**src/rtl/spectrum_bar_writer.sv**
```systemverilog
// rtl/spectrum_bar_writer.sv - renders L/R spectrum magnitudes as zoned vertical bars into VRAM
module spectrum_bar_writer #(
   parameter int H_PIXELS  = 320,
   parameter int V_PIXELS  = 128,
   parameter int BW_MAG    = 16,
   parameter int MAG_SHIFT = 8,
   parameter int ZONE_MID  = 64,
   parameter int ZONE_HI   = 104
) (
   input  logic              Clock,
   input  logic              Reset,
   input  logic              StartLoader,
   input  logic              SWClockEn,
   output logic [8:0]        BinAddr,
   input  logic [BW_MAG-1:0] BinMagL,
   input  logic [BW_MAG-1:0] BinMagR,
   output logic              WrEn,
   output logic              Screen,
   output logic [8:0]        X,
   output logic [6:0]        Y,
   output logic [14:0]       Color,
   output logic              Busy,
   output logic              Done
);

   // Height must be able to hold V_PIXELS itself (a fully lit column).
   localparam int         HW     = $clog2(V_PIXELS + 1);
   localparam logic [8:0] X_LAST = 9'(H_PIXELS - 1);
   localparam logic [6:0] Y_LAST = 7'(V_PIXELS - 1);

   typedef enum logic [2:0] {
      S_IDLE,
      S_ADDR,
      S_LATCH,
      S_EMIT,
      S_DONE
   } state_t;

   state_t          state, state_nx;
   logic            screen_q, screen_nx;
   logic [8:0]      x_q, x_nx;
   logic [6:0]      y_q, y_nx;
   logic [HW-1:0]   height_q, height_nx;
   logic [BW_MAG-1:0] mag_sel;
   logic [BW_MAG-1:0] mag_rows;
   logic [6:0]      row;

   // State and pixel-position registers.
   always_ff @(posedge Clock or posedge Reset) begin
      if (Reset) begin
         state    <= S_IDLE;
         screen_q <= 1'b0;
         x_q      <= '0;
         y_q      <= '0;
         height_q <= '0;
      end else begin
         state    <= state_nx;
         screen_q <= screen_nx;
         x_q      <= x_nx;
         y_q      <= y_nx;
         height_q <= height_nx;
      end
   end

   // Next-state logic: column walk L then R, top to bottom, advancing only on consumed slots.
   always_comb begin
      state_nx  = state;
      screen_nx = screen_q;
      x_nx      = x_q;
      y_nx      = y_q;
      height_nx = height_q;
      mag_sel   = screen_q ? BinMagR : BinMagL;
      mag_rows  = mag_sel >> MAG_SHIFT;
      case (state)
         S_IDLE: begin
            if (StartLoader) begin
               state_nx  = S_ADDR;
               screen_nx = 1'b0;
               x_nx      = '0;
            end
         end
         S_ADDR: state_nx = S_LATCH;
         S_LATCH: begin
            height_nx = (mag_rows >= BW_MAG'(V_PIXELS)) ? HW'(V_PIXELS) : HW'(mag_rows);
            y_nx      = '0;
            state_nx  = S_EMIT;
         end
         S_EMIT: begin
            if (SWClockEn) begin
               if (y_q < Y_LAST) begin
                  y_nx = y_q + 7'd1;
               end else if (x_q < X_LAST) begin
                  x_nx     = x_q + 9'd1;
                  state_nx = S_ADDR;
               end else if (!screen_q) begin
                  screen_nx = 1'b1;
                  x_nx      = '0;
                  state_nx  = S_ADDR;
               end else begin
                  state_nx = S_DONE;
               end
            end
         end
         S_DONE:  state_nx = S_IDLE;
         default: state_nx = S_IDLE;
      endcase
   end

   // Pixel colour for the current row; row 0 is the bottom of the bar.
   always_comb begin
      Color = 15'h0000;
      row   = Y_LAST - y_q;
      if (state == S_EMIT && HW'(row) < height_q) begin
         if (row >= 7'(ZONE_HI))
            Color = 15'h7C00;
         else if (row >= 7'(ZONE_MID))
            Color = 15'h7FE0;
         else
            Color = 15'h03E0;
      end
   end

   // RAM address follows the column so the magnitude is ready by LATCH.
   assign BinAddr = x_q;
   assign WrEn    = (state == S_EMIT);
   assign Screen  = screen_q;
   assign X       = x_q;
   assign Y       = y_q;
   assign Busy    = (state == S_ADDR) || (state == S_LATCH) || (state == S_EMIT);
   assign Done    = (state == S_DONE);

endmodule
```
**config.mk**
```make
export PLATFORM = sky130hd
export DESIGN_NAME = spectrum_bar_writer
export DESIGN_NICKNAME = d
export VERILOG_FILES = /design/src/rtl/spectrum_bar_writer.sv
export SDC_FILE = /design/constraint.sdc
export NUM_CORES = 1
export LEC_CHECK = 0
export ABC_CLOCK_PERIOD_IN_PS = 4059
export CAP_MARGIN = 5
export CORE_ASPECT_RATIO = 0.9
export CORE_MARGIN = 8
export CORE_UTILIZATION = 44
export CTS_CLUSTER_SIZE = 40
export DETAILED_ROUTE_END_ITERATION = 10
export PLACE_DENSITY = 0.8
export SYNTH_ARGS = -nofsm -noshare
export SYNTH_HDL_FRONTEND = slang
export SYNTH_SLANG_ARGS = --single-unit
```
**constraint.sdc**
```tcl
create_clock -name Clock -period 4.06 [get_ports Clock]
set_input_delay 0.406 -clock Clock [delete_from_list [all_inputs] [get_ports Clock]]
set_output_delay 0.406 -clock Clock [all_outputs]
set_load 0.02 [all_outputs]
```
== After elaboration in Yosys (flattened, before gate mapping) ==
Index checks and enable logic that the tools add are counted.

* Flip-flop bits (word level): 28
* Input bits: 36
* Output and inout bits: 44
* Word-level logic and storage cells: 59

* $add $sub $neg: 3
* $lt $le $gt $ge: 6
* Equal/unequal tests: 10
* Multiplexer cells: 25
* Reductions and logical operators: 10

{| class="wikitable"
|+ Operators with widths
! cell !! number
|-
| 15-bit 2-to-1 mux || 3
|-
| 9-bit 2-to-1 mux || 5
|-
| 9-bit case mux with 2 select lines || 1
|-
| 16-bit 2-to-1 mux || 1
|-
| 3-bit 2-to-1 mux || 5
|-
| 7-bit greater-or-equal comparator, second input constant || 2
|-
| 7-bit 2-to-1 mux || 2
|-
| 7-bit case mux with 2 select lines || 1
|-
| 3-bit case mux with 4 select lines || 1
|-
| 5-bit AND reduction || 2
|-
| 9-bit by 1-bit adder with 9-bit output, second input constant || 1
|-
| 9-bit < comparator, second input constant || 1
|-
| 8-bit greater-or-equal comparator, second input constant || 1
|-
| 7-bit by 8-bit < comparator with 1-bit output || 1
|-
| 8-bit 2-to-1 mux || 1
|-
| 2-bit != test, second input constant || 4
|-
| 7-bit by 1-bit adder with 7-bit output, second input constant || 1
|-
| 7-bit < comparator, second input constant || 1
|-
| 7-bit subtractor, first input constant || 1
|-
| 3-bit by 2-bit == test with 1-bit output, second input constant || 2
|-
| 3-bit AND reduction || 2
|-
| 1-bit 2-to-1 mux || 4
|-
| 2-bit nonzero test || 2
|-
| 3-bit by 1-bit == test with 1-bit output, second input constant || 1
|-
| 7 further kinds || 8
|}

== Depth between registers and ports, before layout ==
* Word-level depth: 5
* Gate-level depth with buffers: 7
* Gate-level depth less buffers: 6

== Least setup slack after synthesis ==
Ideal clock, no wire load.

* Path kind: register to output
* From: register y_q[5], in the netlist Y[5]
* To: output Color[6]
* Data arrival time: 3.109 ns
* Data required time: 3.654 ns
* Setup slack: 0.545 ns
* Stages on the path, launching flop included: 8
* Path buffers: 1
* Path through: dfrtp_1 > inv_1 > ha_1 > and4b_1 > o21ai_0 > a21oi_1 > a2111oi_0 > buf_4

* Longest elaborated chain between the ends: 4
* Elaborated cells on any way between the ends: 6
* Classes of those cells: add/sub: 1; order compare: 2; mux: 2; reduce/logical: 1

{| class="wikitable"
|+ RTL lines
! element !! RTL line !! source
|-
| start: declaration || 42 || <nowiki>logic [6:0] y_q, y_nx;</nowiki>
|-
| start signal: assignment || 60 || <nowiki>y_q <= y_nx;</nowiki>
|-
| 7-bit subtractor (*) || 112 || <nowiki>row = Y_LAST - y_q;</nowiki>
|-
| 7-bit greater-or-equal comparator or 7-bit by 8-bit < comparator with 1-bit output (tied branches) || 114, 113 ||
|-
| 15-bit 2-to-1 mux or 1-bit logical AND (tied branches) || 114, 113 ||
|-
| 15-bit 2-to-1 mux (*) || 113 || <nowiki>if (state == S_EMIT && HW'(row) < height_q) begin</nowiki>
|-
| end: declaration || 21 || <nowiki>output logic [14:0] Color,</nowiki>
|}

Mark *: on every way between the ends. The rest lies on a longest branch, timed or not.

== Final worst setup path ==
* From: register y_q[5], in the netlist Y[5]
* To: output Color[10]

* Longest elaborated chain between the ends: 5
* Elaborated cells on any way between the ends: 8
* Classes of those cells: add/sub: 1; order compare: 3; mux: 3; reduce/logical: 1

{| class="wikitable"
|+ RTL lines
! element !! RTL line !! source
|-
| 7-bit subtractor (*) || 112 ||
|-
| 7-bit greater-or-equal comparator || 116 || <nowiki>else if (row >= 7'(ZONE_MID))</nowiki>
|-
| 15-bit 2-to-1 mux || 116 ||
|-
| 15-bit 2-to-1 mux || 114 || <nowiki>if (row >= 7'(ZONE_HI))</nowiki>
|-
| 15-bit 2-to-1 mux (*) || 113 ||
|}

Marked as above.

==> metrics.cfg <==
[clock_tree]
clock_sinks = 28
clk-insertion-delay-late_ns = 0.28
postCtsHoldBufs = 0
cts_buffers = 3
htree_levels = 1
cts-root-buf = clkbuf_8
path_clk_slew_ns = 0.09
clockBufferDepth = 2
cts_tree = yes
postCtsResizedCells = 0
cts_setup_buffers = 0

[synth]
syn_inst = 199
synthTopCellsByCount = dfrtp_1, buf_4, inv_1
synth-async-reset-ratio = 1.00
yosys_warnings = 0
synth-main-ff-cell = dfrtp_1
yosys-top-cells-area = dfrtp_1, buf_4, ha_1
post-synth-top-area-cell = dfrtp_1
synth.yosys.seq_area_share = 0.375
ys_seq_elements = 28
synth_most_common_cell = dfrtp_1
synth_area_um2 = 1870
synth_edf_count = 0
synth.avg_cell_area_um2 = 9.39
ys_types = 41
yosys.area.top_type_share = 0.375

[timing]
period_share = 0.776
hold_viol_final = 0
fin_ws_ns = 0.908
rsz0062_at_grt = no
fin_worst_skew_ns = 0.0114
slew_viol_final = 0
fmax_ghz = 0.317
relSlewSlack = 0.276
period_minus_slack_ns = 3.15
worstMarginPinSlew_ns = 1.08
finalSetupViolCount = 0
setup_tns_ns = 0

[floorplanning]
ios = 80
dieArea_um2 = 6590
die_x_um = 84.7
rows = 22
start_util = 0.459
core-area_um2 = 4070
die_h_um = 77.8

[placed_design]
placed_cell_area_um2 = 2360
place_hpwl_um = 3370
dp.cells = 285
gp_congestion = 0.798
port-buffer-count = 58
place_ws_ns = 1.21

[final_layout]
seqCellArea_um2 = 701
syn2layout_area_growth_pct = 29.9
nFillCells = 352
fin_cells = 289
final_nets = 287
drive_gt1_frac = 0.0747
post-route-cell-area_um2 = 2430
multi_input_area_um2 = 928
diodes = 0

[critical_path]
path_class = flip-flop to primary output
crit_required_ns = 3.65
endpoint_kind = primary output
crit_arrival_ns = 2.75
crit_path_max_fanout = 6
worst_setup_path_start_kind = flip-flop

[status]
status = completed

[global_routing]
met2_usage = 0.217
first_global_vias = 1491
overflow = 0
gr-max-usage-layer = met2
antenna_found_initial = 0
grtUsageTotal = 0.135
grt_pass1_wl_um = 7300
use_met1 = 0.174
grt_max_degree = 29
grt.met3_usage = 0.0295

[power_and_ir_drop]
ir_drop_mv = 0.339
power.total_mw = 0.904
powerDensity_nw_per_um2 = 373
p_leak_nw = 1.05

[route]
drt.antenna.violating_nets = 0
vias = 1585
wl_um = 4440
detail_route.first_pass.iterations = 4
drt-initial-drc-count = 92
drcViolationCount = 0
drt-vias-per-instance = 5.48
post_drt_wl_per_cell_um = 15.4

[flow_run]
max-cap-violations = 0

[hold_path]
holdCritPathClass = flip-flop to flip-flop

==> area by class of cell <==
| cell class | count | share of cell area |
|---|---|---|
| clock inverter | 1 | 0.0124 |
| clock buffer | 3 | 0.0170 |
| inverter | 19 | 0.0294 |
| sequential | 28 | 0.289 |
| multi-input combinational | 130 | 0.382 |
| tap | 48 | 0.0247 |
| timing repair buffer | 60 | 0.245 |
==> stage by stage <==
step	utilization	hold slack, ns
final	0.596	0.493
after global routing	0.596	0.555
after CTS	0.596	0.502
after detailed placement	0.578	0.481
after global placement	0.578	0.473
after floorplan	-	0.444
==> critical path, stage by stage, from the launching register on <==
cell,delay (ns)
dfrtp_1,0.43
inv_1,0.11
ha_1,0.31
a21o_1,0.18
a21oi_1,0.15
nor2_1,0.08
nor4_1,0.48
clkdlybuf4s50_1,0.73
==> worst paths after layout <==
path	startpoint	end	depth (start not counted)	slack, ns
max	Y[5]	Color[10]	7	0.91
min	height_q[0]	height_q[0]	2	0.49
max reg2reg	Y[0]	Y[5]	5	1.89
min reg2reg	height_q[0]	height_q[0]	2	0.49
max in group asynchronous	Reset	height_q[0]	2	2.70
min in group asynchronous	Reset	BinAddr[7]	2	0.70
==> sequential cells by signal, summed over array words and instances (netlist names) <==
name	count
height_q	8
Screen	1
BinAddr	9
state	3
Y	7
==> routing by layer <==
layer	routed length (µm)	vias to the layer above	share of wire
li1	-	779	-
met4	53	0	0.012
met2	2110	44	0.48
met5	0	-	0
met3	243	4	0.055
met1	2030	758	0.46
==> kinds of logic after synthesis <==
family | Yosys count | synth area share
AO/OA/AOI/OAI | 49 | 0.199
adder cells (fa/ha/maj) | 9 | 0.0602
buffers and inverters | 45 | 0.137
flip-flops | 28 | 0.375
multiplexers | 10 | 0.0549
other | 1 | 0.00201
AND/OR/NAND/NOR | 57 | 0.173
==> cell usage in the layout (no fill, tap or decap), types with 2 or more instances in the layout <==
master / n
a21o_1: 2
a21oi_1: 8
a221o_1: 5
a22o_2: 2
buf_4: 2
clkbuf_8: 3
clkdlybuf4s50_1: 58
conb_1: 5
dfrtp_1: 28
ha_1: 9
inv_1: 19
mux2_2: 2
mux2i_1: 8
nand2_1: 14
nand3_1: 7
nand4_1: 2
nor2_1: 10
nor3_1: 6
nor3b_1: 2
nor4_1: 4
o21a_1: 4
o21ai_0: 13
o22ai_1: 6
or3_1: 3
or4_1: 2
==> report_power, final <==
| group | internal [mW] | leakage (nW) | switching, mW |
|---|---|---|---|
| Clock | 0.132 | 0.0357 | 0.0873 |
| Sequential | 0.312 | 0.353 | 0.0441 |
| Combinational | 0.157 | 0.663 | 0.171 |
Power figures use the tool's default switching activity.
